==> src/rtl/lc3_fetch.sv <==
// lc3_fetch: LC-3 instruction fetch / PC update unit.
// Each fetch runs IDLE -> ISSUE -> UPDATE: the address is issued first, then the PC advances.
module lc3_fetch #(
    parameter int              AW       = 16,
    parameter logic [AW-1:0]   PC_RESET = '0
) (
    input  logic          clk,
    input  logic          rst_n,
    input  logic          fetch_start,
    input  logic [3:0]    opCode_in,
    input  logic [8:0]    offset_in,
    input  logic [AW-1:0] reg_in,
    input  logic [2:0]    br_nzp,
    input  logic [2:0]    result_nzp,
    output logic [AW-1:0] addr_out,
    output logic          wea_out,
    output logic [AW-1:0] pc
);
    typedef enum logic [1:0] {IDLE, ISSUE, UPDATE} state_t;
    state_t        state_q, state_d;
    logic [AW-1:0] pc_q, addr_q, reg_q, pc1, off, next_pc;
    logic [3:0]    op_q;
    logic [8:0]    off_q;
    logic [2:0]    br_q, res_q;
    logic          taken;
    always_comb begin
        state_d = state_q == IDLE  ? (fetch_start ? ISSUE : IDLE) :
                  state_q == ISSUE ? UPDATE : IDLE;
        pc1     = pc_q + AW'(1);
        off     = {{(AW-9){off_q[8]}}, off_q};
        taken   = |(br_q & res_q);
        next_pc = op_q == 4'b1100 ? reg_q :
                  (op_q == 4'b0100 || (op_q == 4'b0000 && taken)) ? pc1 + off : pc1;
    end
    always_ff @(posedge clk or posedge rst_n)
        if (rst_n) state_q <= IDLE;
        else       state_q <= state_d;
    // Instruction fields are captured once at ISSUE so later input changes cannot disturb the update.
    always_ff @(posedge clk or posedge rst_n)
        if (rst_n) begin
            pc_q   <= PC_RESET;
            addr_q <= '0;
            op_q   <= '0;
            off_q  <= '0;
            reg_q  <= '0;
            br_q   <= '0;
            res_q  <= '0;
        end else begin
            if (state_q == ISSUE) begin
                addr_q <= pc_q;
                op_q   <= opCode_in;
                off_q  <= offset_in;
                reg_q  <= reg_in;
                br_q   <= br_nzp;
                res_q  <= result_nzp;
            end
            if (state_q == UPDATE) pc_q <= next_pc;
        end
    assign addr_out = addr_q;
    assign wea_out  = 1'b0;
    assign pc       = pc_q;
endmodule

==> config.mk <==
export PLATFORM = sky130hd
export DESIGN_NAME = lc3_fetch
export DESIGN_NICKNAME = d
export VERILOG_FILES = /design/src/rtl/lc3_fetch.sv
export SDC_FILE = /design/constraint.sdc
export NUM_CORES = 1
export LEC_CHECK = 0
export ABC_CLOCK_PERIOD_IN_PS = 3000
export CORE_ASPECT_RATIO = 0.9
export CORE_MARGIN = 1.5
export CORE_UTILIZATION = 48
export CTS_CLUSTER_DIAMETER = 40
export DETAILED_ROUTE_END_ITERATION = 12
export MAX_ROUTING_LAYER = met4
export PLACE_DENSITY_LB_ADDON = 0.2
export RECOVER_POWER = 50
export SKIP_LAST_GASP = 1
export SYNTH_ARGS = -nofsm -noshare
export SYNTH_HDL_FRONTEND = slang
export SYNTH_SLANG_ARGS = --single-unit
==> constraint.sdc <==
create_clock -name clk -period 3 [get_ports clk]
set_clock_uncertainty 0.2 [all_clocks]
set_input_delay 0.3 -clock clk [delete_from_list [all_inputs] [get_ports clk]]
set_output_delay 0.3 -clock clk [all_outputs]
set_load 0.01 [all_outputs]
Yosys cells after proc, flatten, opt, wreduce, memory -nomap -nowiden. Index checks and enable logic that the tools add are counted.

Eq/ne operators: 4. Reduce and logical (&&, ||, !) cells: 5. Add/subtract/negate cells: 2. Muxes and demuxes: 5. Bitwise gates (word level): 1.

Operators by type and width (number): 2-to-1 mux 16 bit (2); adder 16 x 1 -> 16 bit (second input constant) (1); adder 16 bit (1); == test 4 x 3 -> 1 bit (second input constant) (1); == test 4 bit (second input constant) (1); logical NOT 4 bit (1); 2-to-1 mux 2 bit (2); bitwise AND 3 bit (1); OR reduction 3 bit (1); == test 2 x 1 -> 1 bit (second input constant) (1); == test 2 bit (second input constant) (1); logical NOT 2 bit (1); logical AND 1 bit (1); logical OR 1 bit (1); 2-to-1 mux 1 bit (1).

Output and inout port bits: 33. Bits of input ports: 38. Bits in registers: 69. Word-level logic and storage cells: 25.

Logic depth before layout (Yosys ltp). Gate-level depths: netlist (run 1).

Word-level depth: 6. Gate-level depth with buffers: 12. Mapped depth without buffers: 12.

Worst setup path before layout (run 1). No wires, ideal clock.

Path type: register to register. From: register pc_q[7] (netlist: pc[7]). To: register pc_q[15] (netlist: pc[15]). Clock period less this slack: 3.220 ns. Setup time: 0.128 ns. Required time: 2.672 ns. Arrival: 2.892 ns. Cell stages (with the launch flop): 12. Path buffers: 0. Slack: -0.220 ns. Path through: dfrtp_1 -> and4_1 -> nand4_1 -> o21a_1 -> or2_2 -> ha_1 -> and4_1 -> and2_1 -> a22o_1 -> a211o_1 -> a311oi_1 -> nand2_1.

Cells in the longest elaborated chain, start to end: 4.

RTL lines: from (decl) (RTL line 21) `logic [AW-1:0] pc_q, addr_q, reg_q, pc1, off, next_pc;`; from (signal assigned) (RTL line 57) `if (state_q == UPDATE) pc_q <= next_pc;`; adder 16 x 1 -> 16 bit (*) (RTL line 29) `pc1 = pc_q + AW'(1);`; adder 16 bit (RTL line 33) `(op_q == 4'b0100 || (op_q == 4'b0000 && taken)) ? pc1 + off : pc1;`; 2-to-1 mux 16 bit (*) (RTL line 33); 2-to-1 mux 16 bit (*) (RTL line 32) `next_pc = op_q == 4'b1100 ? reg_q :`.

Every way passes the cells marked *; elsewhere a longest branch is shown, timed or not. A chain may end at the register's enable or synchronous reset.

Final worst setup path (run 1).
From: register pc_q[1] (netlist: pc[1]). To: register pc_q[15] (netlist: pc[15]).

Same word-level chain as after synthesis.

==> results by group, run 1 <==
Routing
  • Via count: around 3600
  • Routed wire per std cell: about 18 um
  • Vias per std cell: around 5.7
  • DRT iter0 DRCs: between 150 and 200
  • Final ANT Viol Nets: 0
  • Post-route DRC: 0
  • Drt first pass iters: 4
  • Final WL: about 11 mm

Clock network
  • CTS Buffer Depth: 2
  • TritonCTS Sinks: between 60 and 70
  • Clk_lat worst skew: about 0.36 ns
  • CTS tree: done
  • Post-cts hold buffer count: 0
  • Worst-path clk slew: around 0.08 ns
  • Clock root buffer: clkbuf_8
  • Htree depth: 3
  • Total CTS buffers: 9

Yosys
  • Syn Area/Cell: about 11 sq um
  • Top FF cell, synth: dfrtp_1
  • Yosys top cell area share: a little over two fifths
  • Synth top area cells: dfrtp_1 42%, mux2_2 14%, ha_1 6.1%, a21oi_1 2.8%, xnor2_1 2.8%
  • Total number of yosys warnings: 0
  • Synth cell types: between 60 and 70
  • Async S/R FF share, synth: 100%
  • Mapped Area: 4110 sq um
  • Register area share after synthesis: between 40% and 50%
  • Post-synth EDFFs: 0
  • Post-synthesis register bit count: just under 70
  • Post-Syn Nets: 443
  • Mapped Cells: about 380
  • Cell accounting for the most synthesized area: dfrtp_1

Cells and area
  • Area Growth Syn to Fin: 40.8%
  • Post-Layout Inst Area: 5790 sq um
  • Layout cells sized above 1: 34.7%
  • Sequential cell area: about 1700 sq um
  • Area of the multi-input gates: roughly 2500 sq um
  • Filler cell count: 604
  • Nets: approximately 570
  • Final core occ: around 71%
  • Commonest cells after routing, fill and taps aside: 68 x clkdlybuf4s50_1, 59 x buf_4, 58 x dfrtp_1, 51 x mux2_2
  • Most common cell after layout, fill and taps aside: clkdlybuf4s50_1
  • # diodes: 0

Pwr
  • Power per cell area: around 1100 nW/um^2
  • Leak: 2.46 nW
  • Peak supply drop: approximately 0.00057 V
  • Total power: about 6.2 mW

Global route
  • GRT overflow: 0
  • First-pass GRT wire length: around 18 mm
  • Antenna violations before repair: 0
  • Global-route usage over all layers: between 20% and 30%
  • Pin count of the biggest net entering global routing: 41
  • Vias in the first global route: between 3000 and 4000

STA
  • Fin worst setup slack: -0.118 ns
  • Final min period: 3.12 ns
  • Max Freq: roughly 320 MHz
  • Fin crit share: 104%
  • Endpoints failing hold: 0
  • RSZ-0062 raised after global routing: true
  • Measured slew at the worst slew-check pin: 1.16 ns
  • Max Slew Vio Count: 0
  • Slew margin rel.: between 20% and 30%
  • Setup-failing EPs final: 2

Critical path
  • R2r setup slk: -0.12 ns
  • Crit. End Element: flop
  • Critical Path Start: pc[1]
  • Critical path arrival: between 3 and 4 ns
  • Reg-to-reg critical path startpoint: pc[1]
  • Worst Path Max Fanout: 3
  • Worst Reg-to-Reg Cells: 13
  • CP required: between 3 and 4 ns
  • Worst r2r dst: pc[15]
  • CP Launch Type: flop
  • Setup CP Type: reg -> reg

Floorplanning
  • Width of the die: between 100 and 150 um
  • Core Area: ~8200 sq um
  • Full die area: slightly above 9000 sq um
  • I/O pin count: 71
  • Initial Util: between 50% and 60%
  • Die Ht: about 91 um
  • Row count: 31

Worst hold path
  • HP Start: state_q[1]
  • Worst hold path endpoint: state_q[0]
  • Hold Path Depth: 1
  • Hold crit path type: reg -> reg

Outcome
  • Run status: complete, but fails checks
  • Violated checks: setup timing

Flow run
  • Max Cap Viol: 0

Place
  • Number of port buffers: around 70
  • GPL Wtd Cong: roughly 0.85
  • Dpl cell area: ~5300 sq um
  • Hpwl dp: slightly below 8 mm
## through the flow
step	setup slack [ns]	std cells	TNS (ns)	hold WS, ns
floorplan	-0.0158	384	-0.0158	0.237
global placement	-0.226	603	-0.300	0.250
CTS	-0.00519	624	-0.00556	0.166
finish	-0.118	628	-0.202	0.280
detailed placement	-0.266	603	-0.500	0.254
global route	-0.235	628	-0.588	0.302
## what timing repair did
item | CTS | global route
pin swaps | 10 | 8
buffers inserted | 5 | 4
endpoints found under the setup margin | 5 | 7
gates resized for setup | 27 | 15
hold endpoints to repair | 0 | 0
## routing by layer
metal	global-route usage (%)	share of wire (%)
met2	43.7	51
met5	-	0
met4	10.3	2.6
met3	5.03	4.4
met1	30.4	42
## worst max-delay path: stages, from the launching register on
cell and delay [ns]:
dfrtp_2 0.45, buf_4 0.17, nand3_4 0.11, nor2_4 0.06, buf_4 0.13, and3_1 0.20
xor2_2 0.19, ha_1 0.32, and3_1 0.19, and3_4 0.19, o211ai_1 0.12, a211o_1 0.36
a311oi_1 0.23, nand2_1 0.08
## area by class of cell
class                           instances  share of cell area (%)
Sequential cell                        69                    30.1
Timing Repair Buffer                  130                    19.8
Clock buffer                           10                    2.38
Clock inverter                          6                    1.90
Tap cell                              115                    2.49
Multi-Input combinational cell        289                    42.8
Inverter                                9                   0.584
## registers in the layout, summed over array words and instances, names as in the netlist
name,flops
off_q,9
res_q,3
op_q,4
br_q,3
addr_out,16
state_q,2
pc,16
reg_q,16
## worst max-delay path by stage
stage             end  slack (ns)  cells after the start
4_1_cts        pc[13]      -0.005                     11
5_1_grt        pc[15]       -0.23                     12
2_1_floorplan  pc[15]       -0.02                     11
3_5_place_dp   pc[15]       -0.27                     13
3_3_place_gp   pc[15]       -0.23                     12
6_report       pc[15]       -0.12                     13
## synth_stat cells (3+ instances only)
| cell | count |
|---|---|
| xor2_1 | 9 |
| and2_1 | 3 |
| o211ai_1 | 5 |
| nand2_1 | 22 |
| a21oi_1 | 23 |
| mux2i_1 | 6 |
| and3_1 | 3 |
| xnor2_1 | 13 |
| nand3_1 | 11 |
| o21a_1 | 3 |
| dfrtp_1 | 69 |
| a2111oi_0 | 4 |
| a21o_1 | 6 |
| nor2_1 | 20 |
| nand4_1 | 4 |
| a211oi_1 | 10 |
| o21ai_0 | 19 |
| mux2_2 | 51 |
| inv_1 | 9 |
| nor2b_1 | 4 |
| nor3_1 | 8 |
| ha_1 | 20 |
| nand2b_1 | 4 |
| clkbuf_1 | 10 |
## cell families (layout without fill, tap and decap cells)
kind of cell | count (synthesis) | in the layout | share of synthesized area [%]
DFF | 69 | 69 | 42.0
adders and majority gates | 21 | 21 | 6.57
other | 1 | 1 | 0.0912
buffers and inverters | 26 | 155 | 3.29
AOI/OAI and AO/OA | 94 | 94 | 15.9
and+or+nand+nor | 94 | 94 | 12.0
muxes | 57 | 57 | 15.4
xor gates and xnor gates | 22 | 22 | 4.69
## where the power goes
group	leakage [nW]	internal (mW)	switching, mW
clock network	0.119	0.573	0.369
registers	0.810	1.29	0.303
logic	1.53	1.91	1.79
(Power assumes the default switching activity.)
==> run 2: changes to the inputs <==
--- a/config.mk
+++ b/config.mk
@@ -11,8 +11,9 @@
 export CORE_UTILIZATION = 48
 export CTS_CLUSTER_DIAMETER = 40
 export DETAILED_ROUTE_END_ITERATION = 12
+export HOLD_SLACK_MARGIN = 0.05
 export MAX_ROUTING_LAYER = met4
-export PLACE_DENSITY_LB_ADDON = 0.2
+export PLACE_DENSITY = 0.76
 export RECOVER_POWER = 50
 export SKIP_LAST_GASP = 1
 export SYNTH_ARGS = -nofsm -noshare
==> run 2 against run 1 <==
Effect of this change:
- the run still ends with setup timing left
- worst setup slack worse by 0.085 ns
- design area up 4.1%
- flip-flop and latch count unchanged
- final cell count up 2.1%
- via count up 4.4%
- fmax down 2.7%
- routed wire length up 9.2%
- critical path type unchanged
==> results by group, run 2 (synthesized netlist as in run 1, its figures left out) <==
Outcome
  • Run status: complete, but fails checks
  • Violated checks: setup timing

Cells and area
  • Layout cells sized above 1: 39.0%
  • # diodes: 0
  • Nets: 580
  • Filler cell count: about 560
  • Final core occ: between 70% and 80%
  • Most common cell after layout, fill and taps aside: buf_4
  • Finished Layout Cells: between 600 and 700
  • Post-Layout Inst Area: 6020 sq um
  • Commonest cells after routing, fill and taps aside: 68 x buf_4, 62 x clkdlybuf4s50_1, 58 x dfrtp_1, 50 x mux2_2
  • Area Growth Syn to Fin: 46.5%

Pwr
  • Clock network power share: between 10% and 20%
  • Peak supply drop: 0.000551 V
  • Leak: 2.56 nW
  • NetSw: 2.68 mW
  • Total power: between 6 and 7 mW
  • Power per cell area: between 1000 and 1500 nW/um^2
  • Gate power share: between 60% and 70%
  • Seq pwr share: between 20% and 30%
  • Int Pwr: approximately 3.9 mW
  • Sw Share: about two fifths

Critical path
  • R2r setup slk: -0.20 ns
  • CP Launch Type: flop
  • Crit. End Element: flop
  • Worst r2r dst: pc[15]
  • Critical path arrival: 3.23 ns
  • Reg-to-reg critical path startpoint: pc[2]
  • CP required: 3.03 ns
  • Worst Path Max Fanout: 6
  • Worst Reg-to-Reg Cells: 11
  • Setup CP Type: reg -> reg

STA
  • Setup-failing EPs final: 3
  • Slew margin rel.: a little over a fifth
  • Fin worst setup slack: -0.203 ns
  • RSZ-0062 raised after global routing: true
  • Max Slew Vio Count: 0
  • Endpoints failing hold: 0
  • Fin crit share: 107%
  • Measured slew at the worst slew-check pin: around 1.2 ns
  • Final min period: 3.20 ns
  • Max Freq: approximately 310 MHz

Clock network
  • CTS tree: done
  • Worst-path clk slew: around 0.080 ns
  • Clk_lat worst skew: between 0.3 and 0.4 ns
  • TritonCTS Sinks: 69
  • Clock root buffer: clkbuf_8
  • Total CTS buffers: 9
  • Htree depth: 3
  • CTS Buffer Depth: 2

Routing
  • DRT iter0 DRCs: 144
  • Routed wire per std cell: about 19 um
  • Final WL: ~12 mm
  • Drt first pass iters: 5
  • Final ANT Viol Nets: 0
  • Via count: 3723
  • Post-route DRC: 0
  • Vias per std cell: 5.81

Global route
  • First-pass GRT wire length: between 15 and 20 mm
  • Pin count of the biggest net entering global routing: between 50 and 60
  • GRT overflow: 0
  • Antenna violations before repair: 0
  • Global-route usage over all layers: around a quarter
  • Vias in the first global route: roughly 3700

Floorplanning
  • I/O pin count: 71
  • Width of the die: approximately 100 um
  • Die Ht: around 91 um
  • Core Area: a little over 8000 sq um
  • Initial Util: 50.2%
  • Full die area: roughly 9100 sq um
  • Row count: 31

Worst hold path
  • Hold crit path type: reg -> reg
  • Worst hold path endpoint: state_q[0]
  • Hold Path Depth: 1
  • HP Start: state_q[1]

Place
  • Number of port buffers: between 60 and 70
  • Hpwl dp: ~7.8 mm
  • Placed cell count: 600
  • GPL Wtd Cong: about 0.93
  • Dpl cell area: 5290 sq um

Flow run
  • Max Cap Viol: 0
==> run 2: cell count changes in the layout (fill, tap and decap cells not counted), moves of 4 or more <==
cell,before,now
buf_4,59,68
dlygate4sd3_1,1,8
nand3_1,8,4
clkdlybuf4s50_1,68,62
==> run 2: worst max path at each step <==
stage	from	end	slack, ns
4_1_cts	pc[4]	pc[15]	-0.06
3_3_place_gp	pc[2]	pc[15]	-0.1
6_report	pc[2]	pc[15]	-0.20
3_5_place_dp	pc[2]	pc[15]	-0.22
5_1_grt	pc[1]	pc[15]	-0.26
2_1_floorplan	pc[10]	pc[15]	-0.02
==> run 2: routing by layer <==
| layer | part of all wire [%] | global-route usage (%) | vias up | routed length [um] |
|---|---|---|---|---|
| met4 | 2.5 | 6.92 | 0 | 306 |
| met5 | 0 | - | - | 0 |
| met2 | 53 | 43.3 | 145 | 6330 |
| met3 | 4.4 | 3.87 | 34 | 526 |
| li1 | - | - | 1697 | - |
| met1 | 41 | 30.5 | 1847 | 4890 |
==> run 2: through the flow <==
stage                     setup TNS (ns)  hold slack [ns]  setup slack (ns)
after detailed placement          -0.482            0.266            -0.223
final                             -0.305            0.279            -0.203
after global placement           -0.0980            0.251           -0.0980
after CTS                        -0.0570            0.274           -0.0570
after floorplan                  -0.0158            0.237           -0.0158
after global routing              -0.957            0.310            -0.264
==> run 2: cell type report <==
cell class	count	area (sq um)	share of cell area (%)
clock buffer	13	169	2.80
sequential	69	1740	28.9
timing repair buffer	143	1270	21.0
clock inverter	3	42.5	0.706
tap	115	144	2.39
multi-input combinational	289	2630	43.6
inverter	9	33.8	0.561
==> run 2: what timing repair did <==
action                     in CTS  in global routing
hold buffers                    1                  0
setup buffers                   1                 23
setup endpoints to repair       5                  9
hold endpoints to repair        2                  0
resized for setup              17                 52
cloned                          0                  0
pin swaps                       4                 31
==> run 2: power by group through the flow <==
stage               Combinational (mW)  Clock (mW)  Sequential (mW)
detailed placement                3.29           0             1.58
floorplan                         1.88           0             1.64
finish                            4.13       0.811             1.61
CTS                               3.41       0.822             1.58
global route                      4.41       0.856             1.65
global placement                  3.22           0             1.56
==> run 2: critical path, stage by stage (launching register included) <==
cell,delay (ns)
dfrtp_2,0.43
and4_4,0.27
nand3_4,0.10
o21a_1,0.21
or2_4,0.24
ha_4,0.30
and4_4,0.23
and3_4,0.18
o211ai_1,0.15
a211o_1,0.39
a311oi_2,0.30
nand2_1,0.08
==> run 3: changes to the inputs <==
--- a/config.mk
+++ b/config.mk
@@ -5,12 +5,12 @@
 export SDC_FILE = /design/constraint.sdc
 export NUM_CORES = 1
 export LEC_CHECK = 0
-export ABC_CLOCK_PERIOD_IN_PS = 3000
 export CORE_ASPECT_RATIO = 0.9
 export CORE_MARGIN = 1.5
 export CORE_UTILIZATION = 48
 export CTS_CLUSTER_DIAMETER = 40
 export DETAILED_ROUTE_END_ITERATION = 12
+export GPL_ROUTABILITY_DRIVEN = 0
 export HOLD_SLACK_MARGIN = 0.05
 export MAX_ROUTING_LAYER = met4
 export PLACE_DENSITY = 0.76
==> run 3 against run 2 <==
Effect of this change:
- the flow still finishes with violations (setup timing)
- via count is 1.2% higher
- sequential share of layout area increased by 0.24 points
- final cell count decreased by 0.94%
- flip-flop and latch count unchanged
- critical endpoint unchanged
- combinational power about the same
- highest routed layer unchanged
- critical path depth is the same
- largest cell class unchanged
- largest power group unchanged
==> results by group, run 3 (synthesized netlist as in run 1, its figures left out) <==
Critical path
  • Setup CP Type: reg -> reg
  • Reg-to-reg critical path startpoint: pc[5]
  • R2r setup slk: -0.20 ns
  • CP top delay family: simple AND/OR/NAND/NOR gates
  • Worst Reg-to-Reg Cells: 11
  • Crit. End Element: flop
  • Buffers & Inverters on Critical Path: 1
  • CP cell instances: and4_4 -> nand4_1 -> xnor2_2 -> ha_4 -> buf_4 -> and3_1 -> and3_4 -> o211ai_1 -> a211o_1 -> a311oi_2 -> nand2_1
  • CP required: a little over 3 ns
  • CP Launch Type: flop
  • Slowest CP cell: dfrtp_1
  • Critical path arrival: around 3.2 ns
  • Worst Path Max Fanout: 3
  • Worst r2r dst: pc[15]
  • Largest stage delay, worst path: ~0.43 ns

Pwr
  • Power per cell area: between 1000 and 1500 nW/um^2
  • Leak: roughly 2.5 nW
  • Peak supply drop: 0.000579 V
  • Total power: about 6.5 mW

Cells and area
  • Finished Layout Cells: 635
  • Nets: about 570
  • Layout cells sized above 1: 38.7%
  • Area Growth Syn to Fin: 45.1%
  • Most common cell after layout, fill and taps aside: clkdlybuf4s50_1
  • Filler cell count: just over 500
  • Commonest cells after routing, fill and taps aside: 63 x clkdlybuf4s50_1, 61 x buf_4, 60 x dfrtp_1, 50 x mux2_2, 22 x nand2_1
  • # diodes: 0

STA
  • RSZ-0062 raised after global routing: true
  • Setup-failing EPs final: 3
  • Slew margin rel.: approximately a fifth
  • Max Slew Vio Count: 0
  • Fin worst setup slack: -0.197 ns
  • Endpoints failing hold: 0
  • Final min period: 3.20 ns
  • Max Freq: approximately 310 MHz
  • Fin crit share: 107%
  • Measured slew at the worst slew-check pin: about 1.2 ns

Routing
  • Via count: 3767
  • Final WL: between 10 and 15 mm
  • Final ANT Viol Nets: 0
  • DRT iter0 DRCs: around 220
  • Post-route DRC: 0
  • Routed wire per std cell: just under 20 um
  • Vias per std cell: around 5.9
  • Drt first pass iters: 7

Worst hold path
  • Worst hold path endpoint: state_q[0]
  • Hold crit path type: reg -> reg
  • Hold Path Depth: 1
  • HP Start: state_q[1]

Global route
  • First-pass GRT wire length: around 18 mm
  • Antenna violations before repair: 0
  • GRT overflow: 0
  • Vias in the first global route: about 3700
  • Global-route usage over all layers: roughly a quarter
  • Pin count of the biggest net entering global routing: 34

Place
  • Hpwl dp: 7.71 mm
  • Placed cell count: 600
  • Number of port buffers: 69
  • Pre-CTS setup slack: -0.264 ns

Clock network
  • Worst-path clk slew: around 0.08 ns
  • CTS Buffer Depth: 2
  • TritonCTS Sinks: 69
  • CTS tree: done
  • Clock root buffer: clkbuf_8
  • Clk_lat worst skew: ~0.36 ns
  • Htree depth: 3
  • Total CTS buffers: 9

Floorplanning
  • Width of the die: 101 um
  • Core Area: between 8000 and 9000 sq um
  • Row count: 31
  • Full die area: between 9000 and 10000 sq um
  • Die Ht: approximately 91 um
  • Initial Util: 50.2%
  • I/O pin count: between 70 and 80

Outcome
  • Violated checks: setup timing
  • Run status: complete, but fails checks

Flow run
  • Max Cap Viol: 0
run 3: cell types whose count changed in the layout (fill, tap and decap cells not counted), moves of 2 or more:
cell,delta
buf_4,-7
clkbuf_2,+2
dfrtp_2,-2
dfrtp_1,+2
clkinvlp_4,+2
ha_1,-2
clkbuf_8,-2
nand2_1,+2
run 3: power by group:
part | internal (mW) | switching (mW) | leakage (nW) | total [mW]
sequential | 1.29 | 0.311 | 0.812 | 1.60
clock | 0.403 | 0.370 | 0.0943 | 0.773
combinational | 2.09 | 2.06 | 1.60 | 4.16
total | 3.78 | 2.74 | 2.51 | 6.53
run 3: what timing repair did:
item	CTS	global route
buffers inserted	12	7
endpoints found under the hold margin	9	0
hold buffers	1	0
resized for setup	24	46
pin swaps	12	28
setup endpoints to repair	5	9
run 3: per-stage QoR:
step	util, %	TNS [ns]	hold WS (ns)	cell area, sq um
floorplan	-	-0.0158	0.237	4150
detailed placement	64.5	-0.427	0.261	5280
global placement	64.5	-0.139	0.248	5280
global route	72.9	-1.30	0.311	5970
finish	72.9	-0.435	0.272	5970
CTS	69.7	-0.0521	0.271	5700
run 3: final cells by class:
cell class,instances,area (sq um),area share (%)
tap,115,144,2.41
clock inverter,6,62.6,1.05
multi-input combinational,289,2640,44.3
clock buffer,10,138,2.31
sequential,69,1740,29.1
timing repair buffer,137,1210,20.2
inverter,9,33.8,0.566
run 3: worst reg2reg max path: stages (launching register included):
cell and delay [ns]:
dfrtp_1 0.43, and4_4 0.29, nand4_1 0.25, xnor2_2 0.25, ha_4 0.30, buf_4 0.12, and3_1 0.19, and3_4 0.20
o211ai_1 0.14, a211o_1 0.37, a311oi_2 0.24, nand2_1 0.10
run 3: worst max path at each step:
stage / end / startpoint / cells after the start / slack [ns]
after floorplan: pc[15] / pc[10] / 11 / -0.02
after global placement: pc[15] / pc[4] / 11 / -0.14
after detailed placement: pc[15] / pc[4] / 12 / -0.26
after CTS: pc[15] / pc[2] / 11 / -0.05
after global routing: pc[15] / pc[0] / 12 / -0.28
final: pc[15] / pc[5] / 11 / -0.20
run 3: metal layers:
metal  wire, um  up-vias  track usage, %
li1           -     1682               -
met1       4860     1835            31.2
met2       6290      188            43.5
met3        694       62            6.81
met4        590        0            9.39
met5          0        -               -
